`src/rtl/rvh_ptw_req_sched.sv`:
```
// Shares one page-table walker between ITLB and DTLB misses: priority arbitration with
// anti-starvation, request hold until PTW accept, single outstanding walk, response routing.
module rvh_ptw_req_sched #(
    parameter int unsigned VPN_WIDTH      = 27,
    parameter int unsigned TRANS_ID_WIDTH = 2,
    parameter int unsigned PTE_WIDTH      = 64,
    parameter bit          DTLB_PRIOR     = 1'b1,
    parameter int unsigned STARVE_LIMIT   = 4
) (
    input  logic                      clk,
    input  logic                      rstn,
    input  logic                      flush_i,
    input  logic                      itlb_miss_req_vld_i,
    input  logic [VPN_WIDTH-1:0]      itlb_miss_req_vpn_i,
    input  logic [TRANS_ID_WIDTH-1:0] itlb_miss_req_trans_id_i,
    output logic                      itlb_miss_req_rdy_o,
    input  logic                      dtlb_miss_req_vld_i,
    input  logic [VPN_WIDTH-1:0]      dtlb_miss_req_vpn_i,
    input  logic [TRANS_ID_WIDTH-1:0] dtlb_miss_req_trans_id_i,
    output logic                      dtlb_miss_req_rdy_o,
    output logic                      ptw_req_vld_o,
    output logic [VPN_WIDTH-1:0]      ptw_req_vpn_o,
    input  logic                      ptw_req_rdy_i,
    input  logic                      ptw_resp_vld_i,
    input  logic [PTE_WIDTH-1:0]      ptw_resp_pte_i,
    input  logic                      ptw_resp_fault_i,
    output logic                      itlb_resp_vld_o,
    output logic                      dtlb_resp_vld_o,
    output logic [TRANS_ID_WIDTH-1:0] tlb_resp_trans_id_o,
    output logic [PTE_WIDTH-1:0]      tlb_resp_pte_o,
    output logic                      tlb_resp_fault_o
);

    localparam int unsigned CNT_W = (STARVE_LIMIT == 0) ? 1 : $clog2(STARVE_LIMIT + 1);

    typedef enum logic [1:0] {
        IDLE  = 2'd0,
        ISSUE = 2'd1,
        WALK  = 2'd2
    } state_t;

    state_t                    state, state_nxt;
    logic [CNT_W-1:0]          starve_cnt, starve_cnt_nxt;
    logic                      kill, kill_nxt;
    logic [VPN_WIDTH-1:0]      vpn_q;
    logic [TRANS_ID_WIDTH-1:0] tid_q;
    logic                      src_dtlb_q;
    logic                      grant, grant_dtlb;
    logic                      both_vld, starve_hit, pick_dtlb;
    logic                      itlb_rdy, dtlb_rdy;

    // Arbitration: forced low-priority win once its loss streak reaches the limit
    always_comb begin
        both_vld   = itlb_miss_req_vld_i & dtlb_miss_req_vld_i;
        starve_hit = (STARVE_LIMIT != 0) && (starve_cnt == CNT_W'(STARVE_LIMIT));
        if (both_vld) begin
            pick_dtlb = starve_hit ? !DTLB_PRIOR : DTLB_PRIOR;
        end else begin
            pick_dtlb = dtlb_miss_req_vld_i;
        end
    end

    always_comb begin
        state_nxt      = state;
        kill_nxt       = kill;
        starve_cnt_nxt = starve_cnt;
        grant          = 1'b0;
        grant_dtlb     = 1'b0;
        itlb_rdy       = 1'b0;
        dtlb_rdy       = 1'b0;
        ptw_req_vld_o   = 1'b0;
        itlb_resp_vld_o = 1'b0;
        dtlb_resp_vld_o = 1'b0;
        case (state)
            IDLE: begin
                if (!flush_i && (itlb_miss_req_vld_i || dtlb_miss_req_vld_i)) begin
                    grant      = 1'b1;
                    grant_dtlb = pick_dtlb;
                    dtlb_rdy   = pick_dtlb;
                    itlb_rdy   = !pick_dtlb;
                    state_nxt  = ISSUE;
                    if (pick_dtlb != DTLB_PRIOR) begin
                        starve_cnt_nxt = '0;
                    end else if (both_vld && (starve_cnt != CNT_W'(STARVE_LIMIT))) begin
                        starve_cnt_nxt = starve_cnt + CNT_W'(1);
                    end
                end
            end
            ISSUE: begin
                ptw_req_vld_o = 1'b1;
                if (ptw_req_rdy_i) begin
                    state_nxt = WALK;
                    kill_nxt  = flush_i;
                end else if (flush_i) begin
                    state_nxt = IDLE;
                end
            end
            WALK: begin
                if (ptw_resp_vld_i) begin
                    state_nxt       = IDLE;
                    kill_nxt        = 1'b0;
                    itlb_resp_vld_o = !src_dtlb_q && !(kill || flush_i);
                    dtlb_resp_vld_o = src_dtlb_q && !(kill || flush_i);
                end else if (flush_i) begin
                    kill_nxt = 1'b1;
                end
            end
            default: state_nxt = IDLE;
        endcase
    end

    // Grants are masked while reset is held so no requester sees a phantom accept
    assign itlb_miss_req_rdy_o = itlb_rdy & rstn;
    assign dtlb_miss_req_rdy_o = dtlb_rdy & rstn;
    assign ptw_req_vpn_o       = vpn_q;
    assign tlb_resp_trans_id_o = tid_q;
    assign tlb_resp_pte_o      = ptw_resp_pte_i;
    assign tlb_resp_fault_o    = ptw_resp_fault_i;

    always_ff @(posedge clk or negedge rstn) begin
        if (!rstn) begin
            state      <= IDLE;
            starve_cnt <= '0;
            kill       <= 1'b0;
        end else begin
            state      <= state_nxt;
            starve_cnt <= starve_cnt_nxt;
            kill       <= kill_nxt;
        end
    end

    // Winner's request captured at grant and held for the life of the walk
    always_ff @(posedge clk or negedge rstn) begin
        if (!rstn) begin
            vpn_q      <= '0;
            tid_q      <= '0;
            src_dtlb_q <= 1'b0;
        end else if (grant) begin
            vpn_q      <= grant_dtlb ? dtlb_miss_req_vpn_i : itlb_miss_req_vpn_i;
            tid_q      <= grant_dtlb ? dtlb_miss_req_trans_id_i : itlb_miss_req_trans_id_i;
            src_dtlb_q <= grant_dtlb;
        end
    end

endmodule

```
`config.mk`:
```
export PLATFORM = sky130hd
export DESIGN_NAME = rvh_ptw_req_sched
export DESIGN_NICKNAME = d
export VERILOG_FILES = /design/src/rtl/rvh_ptw_req_sched.sv
export SDC_FILE = /design/constraint.sdc
export NUM_CORES = 1
export LEC_CHECK = 0
export CAP_MARGIN = 20
export CORE_UTILIZATION = 30
export CTS_CLUSTER_SIZE = 20
export DETAILED_ROUTE_END_ITERATION = 10
export MAX_ROUTING_LAYER = met4
export PLACE_DENSITY = 0.8
export SYNTH_ARGS = -nofsm -noshare
export SYNTH_HDL_FRONTEND = slang
export SYNTH_SLANG_ARGS = --single-unit
```
`constraint.sdc`:
```
create_clock -name clk -period 2.6 [get_ports clk]
set_clock_uncertainty 0.2 [all_clocks]
set_input_delay 0.78 -clock clk [delete_from_list [all_inputs] [get_ports clk]]
set_output_delay 0.78 -clock clk [all_outputs]
set_load 0.005 [all_outputs]
```
==> metrics.txt, run 1 <==
# TYPE chip_impl_metric gauge
chip_impl_metric{name="antenna_violating_nets_post_route",unit=""} 0
chip_impl_metric{name="final_cell_count_no_fill",unit=""} 422
chip_impl_metric{name="initial_utilization",unit=""} 0.3184
chip_impl_metric{name="aggregate_global_routing_overflow",unit=""} 0
chip_impl_metric{name="final_layout_size_suffix_gt1_frac",unit=""} 0.1455
chip_impl_metric{name="timing.critical_path.buf_inv",unit=""} 2
chip_impl_metric{name="top_level_ports",unit=""} 229
chip_impl_metric{name="via_per_inst",unit=""} 4.960
chip_impl_metric{name="worst_slew_margin_rel",unit=""} 0.6770
chip_impl_metric{name="max_cap_violations",unit=""} 0
chip_impl_metric{name="tritoncts_num_sinks",unit=""} 36
chip_impl_info{name="worstSetupEndpointType",value="output pin"} 1
chip_impl_metric{name="grt_use_total",unit=""} 0.1617
chip_impl_metric{name="synthMuxAreaShare",unit=""} 0
chip_impl_metric{name="routed_wl",unit="um"} 6484
chip_impl_info{name="cell_at_the_root_of_the_clock_tree",value="sky130_fd_sc_hd__clkbuf_8"} 1
chip_impl_metric{name="clk_latency",unit="ns"} 0.28
chip_impl_info{name="grt_setup_unrepaired",value="yes"} 1
chip_impl_metric{name="die-width",unit="um"} 90.67
chip_impl_metric{name="cts_max_path_buffers",unit=""} 2
chip_impl_metric{name="synth_seq_area_share",unit=""} 0.3820
chip_impl_metric{name="synth.yosys.warnings",unit=""} 0
chip_impl_metric{name="max_clock_freq",unit="MHz"} 393.8
chip_impl_metric{name="grt_first_pass_wirelength",unit="um"} 10200
chip_impl_metric{name="wl_per_cell",unit="um"} 15.36
chip_impl_metric{name="area_delta_synth_final",unit="%"} 37.51
chip_impl_info{name="worstPathCellList",value="buf_4 > nor2b_1 > clkdlybuf4s50_1"} 1
chip_impl_metric{name="row_count",unit=""} 31
chip_impl_metric{name="final_hold_viol_count",unit=""} 0
chip_impl_metric{name="post_synth_fa_ha_maj_area_fraction",unit=""} 0.01061
chip_impl_info{name="critical_path.top_delay_family",value="buffers and inverters"} 1
chip_impl_metric{name="synthCells",unit=""} 274
chip_impl_metric{name="synthesis.area_per_instance",unit="um2"} 8.608
chip_impl_metric{name="final.period_utilization",unit=""} 0.9767
chip_impl_metric{name="synth-compound-area-share",unit=""} 0.1347
chip_impl_info{name="worstHoldPathType",value="register to register"} 1
chip_impl_metric{name="gpl.final_weighted_congestion",unit=""} 0.7777
chip_impl_metric{name="htree_levels",unit=""} 2
chip_impl_metric{name="largest_net_degree_at_the_start_of_global_routing",unit=""} 37
chip_impl_info{name="startpoint_type",value="register"} 1
chip_impl_metric{name="post-route-min-period",unit="ns"} 2.539
chip_impl_metric{name="post_route_hold_slack",unit="ns"} 0.3307
chip_impl_metric{name="utilization",unit=""} 0.4378
chip_impl_metric{name="cp_max_fo",unit=""} 4
chip_impl_metric{name="core-area",unit="um2"} 7408
chip_impl_metric{name="met2_wirelength",unit="um"} 3195
chip_impl_metric{name="dr_total_vias",unit=""} 2093
chip_impl_metric{name="synthSimpleGateAreaFrac",unit=""} 0.1332
chip_impl_info{name="netlist_top_cells_count",value="sky130_fd_sc_hd__buf_4 (65), sky130_fd_sc_hd__inv_1 (65), sky130_fd_sc_hd__dfrtp_1 (36), sky130_fd_sc_hd__nand4_1 (30), sky130_fd_sc_hd__o221ai_1 (29)"} 1
chip_impl_metric{name="delay_contributed_by_the_slowest_stage_of_the_critical_path",unit="ns"} 0.53
chip_impl_metric{name="cts_hold_buf",unit=""} 0
chip_impl_metric{name="yosysTopAreaCellShare",unit=""} 0.3820
chip_impl_info{name="dominant_combinational_cell_family_by_area_after_synthesis",value="buffers and inverters"} 1
chip_impl_metric{name="post_synthesis_async_set_or_reset_flop_share",unit=""} 1.000
chip_impl_metric{name="drc_violations",unit=""} 0
chip_impl_info{name="path_class",value="register to output pin"} 1
chip_impl_metric{name="cts_inserted_buffers",unit=""} 5
chip_impl_info{name="route.top_layer_used",value="met4"} 1
chip_impl_info{name="synth_top_flop_cell",value="sky130_fd_sc_hd__dfrtp_1"} 1
chip_impl_info{name="synth_largest_area_cell",value="sky130_fd_sc_hd__dfrtp_1"} 1
chip_impl_metric{name="power_density",unit="nW/um2"} 769.2
chip_impl_metric{name="timing_worst_slew_pin_value",unit="ns"} 0.4844
chip_impl_metric{name="drt-initial-drc-count",unit=""} 42
chip_impl_metric{name="timing.setup.tns",unit="ns"} 0
chip_impl_metric{name="critical_path_required",unit="ns"} 1.62
chip_impl_metric{name="met3_wirelength",unit="um"} 474
chip_impl_metric{name="drtPass1Iterations",unit=""} 4
chip_impl_metric{name="design.die.area",unit="um2"} 8220
chip_impl_metric{name="postSynthRegisterBits",unit=""} 36
chip_impl_metric{name="placement.io_buffers",unit=""} 98
chip_impl_info{name="synth.top_cells.by_area",value="sky130_fd_sc_hd__dfrtp_1 (38%), sky130_fd_sc_hd__buf_4 (21%), sky130_fd_sc_hd__o221ai_1 (11%), sky130_fd_sc_hd__inv_1 (10%), sky130_fd_sc_hd__nand4_1 (8.0%)"} 1
chip_impl_metric{name="critical_path_arrival",unit="ns"} 1.56
chip_impl_metric{name="max-vdd-ir-drop",unit="mV"} 0.3356
chip_impl_metric{name="synth_enable_flop_cells",unit=""} 0
chip_impl_metric{name="synth_xor_xnor_area_share",unit=""} 0
chip_impl_metric{name="chipHeight",unit="um"} 90.67
chip_impl_info{name="crit_path_top_delay_cell",value="sky130_fd_sc_hd__clkdlybuf4s50_1"} 1
chip_impl_metric{name="number_of_nets_in_the_synthesized_netlist",unit=""} 406
chip_impl_metric{name="grt_pass1_vias",unit=""} 2027
chip_impl_metric{name="antenna-diode-count",unit=""} 0
chip_impl_metric{name="wirelength_met1",unit="um"} 2657
chip_impl_info{name="cts_tree",value="built"} 1
chip_impl_metric{name="detailed_place_hpwl",unit="um"} 4607
chip_impl_info{name="outcome",value="finished clean"} 1
chip_impl_metric{name="antenna_found_initial",unit=""} 0
chip_impl_metric{name="setup_violations",unit=""} 0
chip_impl_metric{name="post_placement_cell_count",unit=""} 404
chip_impl_metric{name="synthDistinctLibCells",unit=""} 26
chip_impl_metric{name="final_max_slew_viol_count",unit=""} 0
chip_impl_metric{name="p_leak",unit="nW"} 1.490
chip_impl_metric{name="mappedNetlistArea",unit="um2"} 2359
chip_impl_metric{name="finalPower",unit="W"} 0.002495
chip_impl_metric{name="clk_pin_slew",unit="ns"} 0.07
chip_impl_metric{name="finalNetCount",unit=""} 454
-- layer usage --
layer	up-vias	global-route usage
met4	0	0.06452
met5	-	-
met3	29	0.03030
met1	1005	0.1940
li1	952	-
met2	107	0.2670
-- registers in the layout, summed over array words and instances (netlist names) --
register / flops
tlb_resp_trans_id_o: 2
ptw_req_vpn_o: 27
kill: 1
starve_cnt: 3
src_dtlb_q: 1
state: 2
-- final cells by class --
cell class	instances	area (um2)
Fill cell	716	4165
Inverter	65	244.0
Tap cell	99	123.9
Sequential cell	36	900.9
Timing Repair Buffer	122	1147
Clock buffer	7	96.34
Clock inverter	1	30.03
Multi-Input combinational cell	92	700.7
-- layout by cell type, fill, tap and decap left out, types with 4 or more instances in the layout --
master,count
sky130_fd_sc_hd__buf_2,5
sky130_fd_sc_hd__buf_4,21
sky130_fd_sc_hd__clkbuf_8,7
sky130_fd_sc_hd__clkdlybuf4s50_1,89
sky130_fd_sc_hd__dfrtp_1,36
sky130_fd_sc_hd__inv_1,65
sky130_fd_sc_hd__nand2_1,4
sky130_fd_sc_hd__nand4_1,30
sky130_fd_sc_hd__o21ai_0,4
sky130_fd_sc_hd__o221ai_1,29
-- final timing paths --
path | from | to | slack, ns | cells past startpoint
max in group asynchronous | rstn | ptw_req_vpn_o[2]$_DFFE_PN0P_ | 1.43 | 2
hold reg to reg | starve_cnt[1]$_DFFE_PN0P_ | starve_cnt[1]$_DFFE_PN0P_ | 0.33 | 2
min in group asynchronous | rstn | tlb_resp_trans_id_o[1]$_DFFE_PN0P_ | 0.43 | 2
hold / removal | starve_cnt[1]$_DFFE_PN0P_ | starve_cnt[1]$_DFFE_PN0P_ | 0.33 | 2
setup / recovery | state[1]$_DFFE_PN0P_ | ptw_req_vld_o | 0.06 | 3
setup reg to reg | state[1]$_DFFE_PN0P_ | ptw_req_vpn_o[12]$_DFFE_PN0P_ | 0.32 | 12
-- report_power, final --
| part | switching (W) | internal (W) | leakage, nW |
|---|---|---|---|
| registers | 0.000136 | 0.000770 | 0.450 |
| logic | 0.000411 | 0.000641 | 0.976 |
| clock network | 0.000197 | 0.000338 | 0.0645 |
| total | 0.000744 | 0.00175 | 1.49 |
-- stage by stage --
step                worst slack, ns  cell area, um2
detailed placement          -0.6558            3019
global route              -0.009174            3243
finish                      0.06057            3243
global placement            -0.6094            3019
CTS                       -0.001897            3237
floorplan                    0.1072            2359
-- worst reg2reg max path, stage by stage (launching register included) --
cell                       delay (ns)
sky130_fd_sc_hd__dfrtp_1         0.40
sky130_fd_sc_hd__buf_4           0.16
sky130_fd_sc_hd__nor3_4          0.13
sky130_fd_sc_hd__buf_6           0.12
sky130_fd_sc_hd__buf_4           0.09
sky130_fd_sc_hd__buf_4           0.09
sky130_fd_sc_hd__buf_4           0.09
sky130_fd_sc_hd__buf_4           0.09
sky130_fd_sc_hd__buf_4           0.09
sky130_fd_sc_hd__buf_4           0.20
sky130_fd_sc_hd__o21a_4          0.18
sky130_fd_sc_hd__buf_6           0.16
sky130_fd_sc_hd__o221ai_1        0.14
-- cells by family (layout without fill, tap and decap cells) --
logic type               Yosys count  count (layout)
flip-flops                        36              36
adder cells (fa/ha/maj)            2               2
AND/OR/NAND/NOR                   51              51
AO/OA/AOI/OAI                     39              39
buffers and inverters            146             195
-- what timing repair did --
action,in CTS,in global routing
setup endpoints to repair,4,33
buffers inserted,10,1
gates resized for setup,26,6
pin swaps,4,3
Note: power is estimated with default switching activity, not from simulation.
==> run 2, diff against run 1 <==
--- a/config.mk
+++ b/config.mk
@@ -7,7 +7,7 @@
 export LEC_CHECK = 0
 export CAP_MARGIN = 20
 export CORE_UTILIZATION = 30
-export CTS_CLUSTER_SIZE = 20
+export CTS_CLUSTER_SIZE = 30
 export DETAILED_ROUTE_END_ITERATION = 10
 export MAX_ROUTING_LAYER = met4
 export PLACE_DENSITY = 0.8
==> constraint.sdc (replaced) <==
create_clock -name clk -period 2.88 [get_ports clk]
set_clock_uncertainty 0.2 [all_clocks]
set_input_delay 0.864 -clock clk [delete_from_list [all_inputs] [get_ports clk]]
set_output_delay 0.864 -clock clk [all_outputs]
set_load 0.005 [all_outputs]
==> run 2 against run 1 <==
  * Final area is 2.3% lower
  * Non-clock buffer count fell by 9
  * Utilization is 1.0 points lower
  * Sequential power fell by 9.3%
  * Clock power shrank 9.9%
  * Critical endpoint is now itlb_miss_req_rdy_o
  * Largest cell class unchanged
  * Largest power group unchanged
  * Highest routed layer unchanged
==> metrics.txt, run 2 (synthesized netlist as in run 1, its figures left out) <==
# TYPE chip_impl_metric gauge
chip_impl_info{name="outcome",value="finished clean"} 1
chip_impl_metric{name="pwr-share-seq",unit=""} 0.374
chip_impl_metric{name="via_per_inst",unit=""} 4.898
chip_impl_metric{name="initial_utilization",unit=""} 0.3184
chip_impl_metric{name="largest_reg_flops",unit=""} 27
chip_impl_metric{name="core-area",unit="um2"} 7408
chip_impl_metric{name="dr_total_vias",unit=""} 2023
chip_impl_info{name="final_common_cell",value="sky130_fd_sc_hd__clkdlybuf4s50_1"} 1
chip_impl_metric{name="tritoncts_num_sinks",unit=""} 36
chip_impl_metric{name="critical_path_arrival",unit="ns"} 1.73
chip_impl_info{name="worstPathCellList",value="clkbuf_2 > nor3_4 > buf_6 > o211ai_1 > nor2_1 > clkdlybuf4s15_2"} 1
chip_impl_metric{name="antenna_violating_nets_post_route",unit=""} 0
chip_impl_metric{name="final_hold_viol_count",unit=""} 0
chip_impl_metric{name="final.fill_count",unit=""} 730
chip_impl_metric{name="drc_violations",unit=""} 0
chip_impl_info{name="worstHoldPathType",value="register to register"} 1
chip_impl_metric{name="cts_max_path_buffers",unit=""} 2
chip_impl_info{name="route.top_layer_used",value="met4"} 1
chip_impl_metric{name="die-width",unit="um"} 90.67
chip_impl_metric{name="clock_power_share",unit=""} 0.220
chip_impl_info{name="critical_path.top_delay_family",value="buffers and inverters"} 1
chip_impl_metric{name="max-vdd-ir-drop",unit="mV"} 0.3276
chip_impl_metric{name="final.period_utilization",unit=""} 0.9715
chip_impl_metric{name="final_layout_size_suffix_gt1_frac",unit=""} 0.1115
chip_impl_metric{name="gpl.final_weighted_congestion",unit=""} 0.7630
chip_impl_metric{name="final_area",unit="um2"} 3169
chip_impl_metric{name="area.sequential",unit="um2"} 900.9
chip_impl_metric{name="max_cap_violations",unit=""} 0
chip_impl_metric{name="chipHeight",unit="um"} 90.67
chip_impl_metric{name="finalNetCount",unit=""} 445
chip_impl_metric{name="design.die.area",unit="um2"} 8220
chip_impl_metric{name="clk_pin_slew",unit="ns"} 0.08
chip_impl_metric{name="antenna_found_initial",unit=""} 0
chip_impl_metric{name="cp_max_fo",unit=""} 2
chip_impl_metric{name="row_count",unit=""} 31
chip_impl_metric{name="timing_worst_slew_pin_value",unit="ns"} 0.4744
chip_impl_metric{name="wirelength_met1",unit="um"} 2479
chip_impl_metric{name="p_sw",unit="W"} 0.0006495
chip_impl_metric{name="aggregate_global_routing_overflow",unit=""} 0
chip_impl_metric{name="placement.io_buffers",unit=""} 98
chip_impl_metric{name="post_placement_cell_count",unit=""} 402
chip_impl_metric{name="power.share.switching",unit=""} 0.2956
chip_impl_metric{name="p_leak",unit="nW"} 1.441
chip_impl_metric{name="timing.setup.tns",unit="ns"} 0
chip_impl_info{name="startpoint_type",value="input pin"} 1
chip_impl_metric{name="routed_wl",unit="um"} 6166
chip_impl_metric{name="grt_pass1_vias",unit=""} 2087
chip_impl_metric{name="critical_path_required",unit="ns"} 1.82
chip_impl_info{name="grt_setup_unrepaired",value="no"} 1
chip_impl_metric{name="detailed_place_hpwl",unit="um"} 4608
chip_impl_metric{name="drt-initial-drc-count",unit=""} 45
chip_impl_metric{name="met2_wirelength",unit="um"} 3034
chip_impl_metric{name="area_delta_synth_final",unit="%"} 34.38
chip_impl_metric{name="wl_per_cell",unit="um"} 14.93
chip_impl_metric{name="clk_latency",unit="ns"} 0.28
chip_impl_metric{name="largest_net_degree_at_the_start_of_global_routing",unit=""} 37
chip_impl_info{name="timing.rr.start",value="state[1]$_DFFE_PN0P_"} 1
chip_impl_info{name="hold-path-endpoint",value="starve_cnt[1]$_DFFE_PN0P_"} 1
chip_impl_metric{name="post_dp_cell_area",unit="um2"} 3004
chip_impl_metric{name="htree_levels",unit=""} 2
chip_impl_metric{name="power_density",unit="nW/um2"} 693.3
chip_impl_metric{name="final_cell_count_no_fill",unit=""} 413
chip_impl_info{name="crit_path_top_delay_cell",value="sky130_fd_sc_hd__nor3_4"} 1
chip_impl_info{name="most-common-layout-cells",value="sky130_fd_sc_hd__clkdlybuf4s50_1 (89), sky130_fd_sc_hd__inv_1 (65), sky130_fd_sc_hd__dfrtp_1 (36), sky130_fd_sc_hd__nand4_1 (30), sky130_fd_sc_hd__o221ai_1 (29)"} 1
chip_impl_metric{name="r2r_setup_slack",unit="ns"} 0.83
chip_impl_metric{name="post-route-min-period",unit="ns"} 2.798
chip_impl_metric{name="whs_path_depth",unit=""} 2
chip_impl_metric{name="top_level_ports",unit=""} 229
chip_impl_metric{name="max_clock_freq",unit="MHz"} 357.4
chip_impl_metric{name="setup_violations",unit=""} 0
chip_impl_metric{name="antenna-diode-count",unit=""} 0
chip_impl_metric{name="timing.critical_path.buf_inv",unit=""} 3
chip_impl_metric{name="drtPass1Iterations",unit=""} 4
chip_impl_metric{name="share_comb_of_total_power",unit=""} 0.406
chip_impl_metric{name="worst_slew_margin_rel",unit=""} 0.6838
chip_impl_info{name="cts_tree",value="built"} 1
chip_impl_info{name="path_class",value="input pin to output pin"} 1
chip_impl_info{name="worstSetupEndpointType",value="output pin"} 1
chip_impl_metric{name="cts_inserted_buffers",unit=""} 5
chip_impl_metric{name="delay_contributed_by_the_slowest_stage_of_the_critical_path",unit="ns"} 0.21
chip_impl_metric{name="reg2reg_depth",unit=""} 7
chip_impl_metric{name="multi_input_comb_area",unit="um2"} 681.9
chip_impl_metric{name="grt_first_pass_wirelength",unit="um"} 9970
chip_impl_metric{name="internal_power",unit="W"} 0.001548
chip_impl_info{name="cell_at_the_root_of_the_clock_tree",value="sky130_fd_sc_hd__clkbuf_8"} 1
chip_impl_info{name="hold_path_startpoint",value="starve_cnt[1]$_DFFE_PN0P_"} 1
chip_impl_metric{name="final_max_slew_viol_count",unit=""} 0
chip_impl_metric{name="grt_use_total",unit=""} 0.1552
chip_impl_info{name="regToRegEndpoint",value="ptw_req_vpn_o[1]$_DFFE_PN0P_"} 1
chip_impl_metric{name="met3_wirelength",unit="um"} 553
[run 2: repair_timing]
action,in CTS,in global routing
buffers inserted,2,1
hold buffers,0,0
endpoints found under the hold margin,0,0
setup endpoints to repair,4,2
gates resized for setup,20,3
pin swaps,3,2
[run 2: per-layer routing]
metal,global-route usage,up-vias
met5,-,-
li1,-,930
met3,0.03704,26
met4,0.05108,0
met2,0.2652,114
met1,0.1780,953
[run 2: metrics by stage]
step / power [W] / hold WS [ns] / setup slack, ns / utilization
2_1_floorplan: 0.001236 / 0.2716 / 0.2192 / -
3_3_place_gp: 0.001680 / 0.2914 / -0.5005 / 0.4055
3_5_place_dp: 0.001709 / 0.3112 / -0.5296 / 0.4055
4_1_cts: 0.002226 / 0.3284 / 0.0001674 / 0.4268
5_1_grt: 0.002357 / 0.3762 / 0.02046 / 0.4278
6_report: 0.002197 / 0.3177 / 0.08194 / 0.4278
[run 2: cell type report]
cell class,instances,area share
Clock inverter,1,0.009475
Tap cell,99,0.03908
Multi-Input combinational cell,92,0.2152
Timing Repair Buffer,113,0.3447
Clock buffer,7,0.03040
Inverter,65,0.07698
Sequential cell,36,0.2842
[run 2: worst max-delay path by stage]
stage                         from                  end  depth (start not counted)
4_1_cts                    flush_i      dtlb_resp_vld_o                          4
3_3_place_gp               flush_i  itlb_miss_req_rdy_o                          5
2_1_floorplan  dtlb_miss_req_vld_i  itlb_miss_req_rdy_o                          5
3_5_place_dp               flush_i  itlb_miss_req_rdy_o                          5
6_report                   flush_i  itlb_miss_req_rdy_o                          6
5_1_grt        dtlb_miss_req_vld_i  itlb_miss_req_rdy_o                          5
[run 2: power by group through the flow]
stage | combinational (W) | clock (W) | sequential, W
global placement | 0.000863 | 0 | 0.000817
floorplan | 0.000412 | 0 | 0.000824
CTS | 0.000896 | 0.000508 | 0.000822
global route | 0.000985 | 0.000526 | 0.000846
detailed placement | 0.000881 | 0 | 0.000828
finish | 0.000891 | 0.000483 | 0.000822
[run 2: worst register-to-register path, cell delays in order (launching register included)]
cell	delay, ns
sky130_fd_sc_hd__dfrtp_1	0.45
sky130_fd_sc_hd__nor3_4	0.26
sky130_fd_sc_hd__buf_6	0.13
sky130_fd_sc_hd__buf_4	0.10
sky130_fd_sc_hd__buf_4	0.20
sky130_fd_sc_hd__o21a_1	0.22
sky130_fd_sc_hd__buf_4	0.22
sky130_fd_sc_hd__o221ai_1	0.13
==> run 3, diff against run 2 <==
--- a/config.mk
+++ b/config.mk
@@ -6,11 +6,13 @@
 export NUM_CORES = 1
 export LEC_CHECK = 0
 export CAP_MARGIN = 20
-export CORE_UTILIZATION = 30
+export CORE_AREA = 2 2 88 90
 export CTS_CLUSTER_SIZE = 30
 export DETAILED_ROUTE_END_ITERATION = 10
+export DIE_AREA = 0 0 90 92
+export DONT_BUFFER_PORTS = 1
 export MAX_ROUTING_LAYER = met4
-export PLACE_DENSITY = 0.8
+export PLACE_DENSITY = 0.45
 export SYNTH_ARGS = -nofsm -noshare
 export SYNTH_HDL_FRONTEND = slang
 export SYNTH_SLANG_ARGS = --single-unit
==> run 3 against run 2 <==
  * Register-to-register slack improved by 0.08 ns
  * Largest cell class is now registers
  * Count of clock-buffer cells in the layout fell by 1
  * Highest routed layer unchanged
  * Critical path type is now register to output pin
  * Combinational power fell by 55%
  * Die area rose by 0.73%
  * Critical path depth fell by 3
  * Critical endpoint is now itlb_resp_vld_o
==> metrics.txt, run 3 (synthesized netlist as in run 1, its figures left out) <==
# TYPE chip_impl_metric gauge
chip_impl_metric{name="routed_wl",unit="um"} 5681
chip_impl_info{name="outcome",value="finished clean"} 1
chip_impl_metric{name="critical_path_required",unit="ns"} 1.82
chip_impl_metric{name="setup_violations",unit=""} 0
chip_impl_metric{name="core-area",unit="um2"} 7447
chip_impl_metric{name="htree_levels",unit=""} 2
chip_impl_metric{name="post-route-min-period",unit="ns"} 2.504
chip_impl_metric{name="share_comb_of_total_power",unit=""} 0.250
chip_impl_metric{name="post_route_hold_slack",unit="ns"} 0.06116
chip_impl_metric{name="via_per_inst",unit=""} 5.205
chip_impl_metric{name="max_cap_violations",unit=""} 0
chip_impl_info{name="final_common_cell",value="sky130_fd_sc_hd__inv_1"} 1
chip_impl_info{name="critical_path.top_delay_family",value="simple AND/OR/NAND/NOR gates"} 1
chip_impl_metric{name="final_layout_size_suffix_gt1_frac",unit=""} 0.06796
chip_impl_metric{name="grt_use_total",unit=""} 0.1414
chip_impl_metric{name="grt_first_pass_wirelength",unit="um"} 9018
chip_impl_info{name="grt_setup_unrepaired",value="no"} 1
chip_impl_metric{name="cts_inserted_buffers",unit=""} 5
chip_impl_metric{name="critical_path_arrival",unit="ns"} 1.44
chip_impl_metric{name="antenna_violating_nets_post_route",unit=""} 0
chip_impl_metric{name="power.share.switching",unit=""} 0.3522
chip_impl_metric{name="row_count",unit=""} 32
chip_impl_info{name="cts_tree",value="built"} 1
chip_impl_metric{name="finalPower",unit="W"} 0.001621
chip_impl_metric{name="largest_net_degree_at_the_start_of_global_routing",unit=""} 38
chip_impl_metric{name="timing.critical_path.buf_inv",unit=""} 0
chip_impl_metric{name="p_sw",unit="W"} 0.0005711
chip_impl_metric{name="chipHeight",unit="um"} 92
chip_impl_metric{name="cts_hold_buf",unit=""} 0
chip_impl_metric{name="area_delta_synth_final",unit="%"} -13.00
chip_impl_metric{name="final.fill_count",unit=""} 851
chip_impl_metric{name="finalNetCount",unit=""} 338
chip_impl_metric{name="p_leak",unit="nW"} 0.9798
chip_impl_info{name="path_class",value="register to output pin"} 1
chip_impl_metric{name="top_level_ports",unit=""} 229
chip_impl_metric{name="die-width",unit="um"} 90
chip_impl_metric{name="grt_pass1_vias",unit=""} 1725
chip_impl_metric{name="placement.io_buffers",unit=""} 0
chip_impl_metric{name="largest_reg_flops",unit=""} 27
chip_impl_info{name="worstPathCellList",value="nor2b_1 > nand2_1 > nor4_1"} 1
chip_impl_info{name="startpoint_type",value="register"} 1
chip_impl_metric{name="drtPass1Iterations",unit=""} 4
chip_impl_info{name="worstHoldPathType",value="input pin to async pin"} 1
chip_impl_metric{name="pre_cts_ws",unit="ns"} 0.4519
chip_impl_info{name="timing.rr.start",value="starve_cnt[0]$_DFFE_PN0P_"} 1
chip_impl_metric{name="cts_max_path_buffers",unit=""} 2
chip_impl_info{name="most-common-layout-cells",value="sky130_fd_sc_hd__inv_1 (65), sky130_fd_sc_hd__dfrtp_1 (36), sky130_fd_sc_hd__nand4_1 (30), sky130_fd_sc_hd__o221ai_1 (29), sky130_fd_sc_hd__buf_4 (6)"} 1
chip_impl_metric{name="final_hold_viol_count",unit=""} 0
chip_impl_metric{name="max_clock_freq",unit="MHz"} 399.3
chip_impl_metric{name="timing_worst_slew_pin_value",unit="ns"} 0.3955
chip_impl_metric{name="final.period_utilization",unit=""} 0.8696
chip_impl_metric{name="gpl.final_weighted_congestion",unit=""} 0.6611
chip_impl_metric{name="final_max_slew_viol_count",unit=""} 0
chip_impl_metric{name="timing.setup.tns",unit="ns"} 0
chip_impl_metric{name="delay_contributed_by_the_slowest_stage_of_the_critical_path",unit="ns"} 0.45
chip_impl_metric{name="design.die.area",unit="um2"} 8280
chip_impl_info{name="cell_at_the_root_of_the_clock_tree",value="sky130_fd_sc_hd__clkbuf_8"} 1
chip_impl_metric{name="aggregate_global_routing_overflow",unit=""} 0
chip_impl_metric{name="postCtsSetupRepairBufs",unit=""} 0
chip_impl_metric{name="max-vdd-ir-drop",unit="mV"} 0.3259
chip_impl_metric{name="power_density",unit="nW/um2"} 790.1
chip_impl_metric{name="dr_total_vias",unit=""} 1603
chip_impl_info{name="worstSetupEndpointType",value="output pin"} 1
chip_impl_metric{name="initial_utilization",unit=""} 0.3167
chip_impl_metric{name="detailed_place_hpwl",unit="um"} 3840
chip_impl_metric{name="pwr-share-seq",unit=""} 0.529
chip_impl_info{name="regToRegEndpoint",value="tlb_resp_trans_id_o[0]$_DFFE_PN0P_"} 1
chip_impl_info{name="crit_path_top_delay_cell",value="sky130_fd_sc_hd__dfrtp_1"} 1
chip_impl_metric{name="wl_per_cell",unit="um"} 18.44
chip_impl_metric{name="antenna-diode-count",unit=""} 0
chip_impl_metric{name="r2r_setup_slack",unit="ns"} 0.91
chip_impl_metric{name="cp_max_fo",unit=""} 5
chip_impl_metric{name="post_cts_resized",unit=""} 0
chip_impl_metric{name="clock_power_share",unit=""} 0.221
chip_impl_metric{name="clk_pin_slew",unit="ns"} 0.08
chip_impl_metric{name="drc_violations",unit=""} 0
chip_impl_metric{name="utilization",unit=""} 0.2755
chip_impl_metric{name="drt-initial-drc-count",unit=""} 62
chip_impl_metric{name="antenna_found_initial",unit=""} 0
chip_impl_metric{name="tritoncts_num_sinks",unit=""} 36
chip_impl_metric{name="reg2reg_depth",unit=""} 6
chip_impl_metric{name="worst_slack",unit="ns"} 0.3757
chip_impl_metric{name="worst_slew_margin_rel",unit=""} 0.7339
chip_impl_metric{name="clk_latency",unit="ns"} 0.29
chip_impl_metric{name="internal_power",unit="W"} 0.001050
==> run 3: cell count changes in the layout (fill, tap and decap cells not counted), moves of 2 or more <==
cell	before	now
sky130_fd_sc_hd__nor4_1	0	2
sky130_fd_sc_hd__clkdlybuf4s15_2	2	0
sky130_fd_sc_hd__dlygate4sd2_1	4	0
sky130_fd_sc_hd__nand3_1	0	2
sky130_fd_sc_hd__nand3_2	2	0
sky130_fd_sc_hd__clkbuf_8	7	5
sky130_fd_sc_hd__nor4_2	2	0
sky130_fd_sc_hd__clkdlybuf4s50_1	89	0
sky130_fd_sc_hd__buf_2	2	0
sky130_fd_sc_hd__buf_4	13	6
==> run 3: per-layer routing <==
| metal | track usage | up-vias | share of wire |
|---|---|---|---|
| li1 | - | 720 | - |
| met1 | 0.1567 | 743 | 0.40 |
| met3 | 0.05259 | 26 | 0.099 |
| met2 | 0.2256 | 114 | 0.47 |
| met5 | - | - | 0 |
| met4 | 0.06923 | 0 | 0.030 |
==> run 3: stage by stage <==
step,cell area (um2),std cells
after floorplan,2359,274
after global placement,1974,301
after detailed placement,1974,301
after CTS,2052,308
after global routing,2052,308
final,2052,308
==> run 3: worst register-to-register path: cells and delay by family, from the launching register on <==
family / cells / cell delay, ns
flops: 1 / 0.39
buf+inv: 2 / 0.44
simple gates: 1 / 0.17
compound gates: 2 / 0.39
fa+ha+maj: 1 / 0.23
==> run 3: worst max-delay path by stage <==
| stage | start | to | slack [ns] | depth (start not counted) |
|---|---|---|---|---|
| floorplan | dtlb_miss_req_vld_i | itlb_miss_req_rdy_o | 0.22 | 5 |
| global placement | flush_i | itlb_miss_req_rdy_o | 0.46 | 3 |
| detailed placement | flush_i | itlb_miss_req_rdy_o | 0.45 | 3 |
| CTS | state[1]$_DFFE_PN0P_ | itlb_resp_vld_o | 0.34 | 3 |
| global route | starve_cnt[0]$_DFFE_PN0P_ | itlb_miss_req_rdy_o | 0.28 | 5 |
| finish | state[1]$_DFFE_PN0P_ | itlb_resp_vld_o | 0.38 | 3 |
==> run 3: power by group through the flow <==
stage | registers [W] | logic, W | clock network [W]
after floorplan | 0.000824 | 0.000412 | 0
final | 0.000857 | 0.000405 | 0.000359
after global placement | 0.000872 | 0.000403 | 0
after CTS | 0.000863 | 0.000412 | 0.000378
after global routing | 0.000884 | 0.000468 | 0.000397
after detailed placement | 0.000873 | 0.000410 | 0
==> run 3: area by class of cell <==
cell class / instances / area [um2] / share of cell area
Clock buffer: 6 / 72.57 / 0.03537
Clock inverter: 1 / 5.005 / 0.002439
Inverter: 65 / 244.0 / 0.1189
Multi-Input combinational cell: 92 / 656.9 / 0.3201
Sequential cell: 36 / 900.9 / 0.4390
Tap cell: 102 / 127.6 / 0.06219
Timing Repair Buffer: 6 / 45.04 / 0.02195
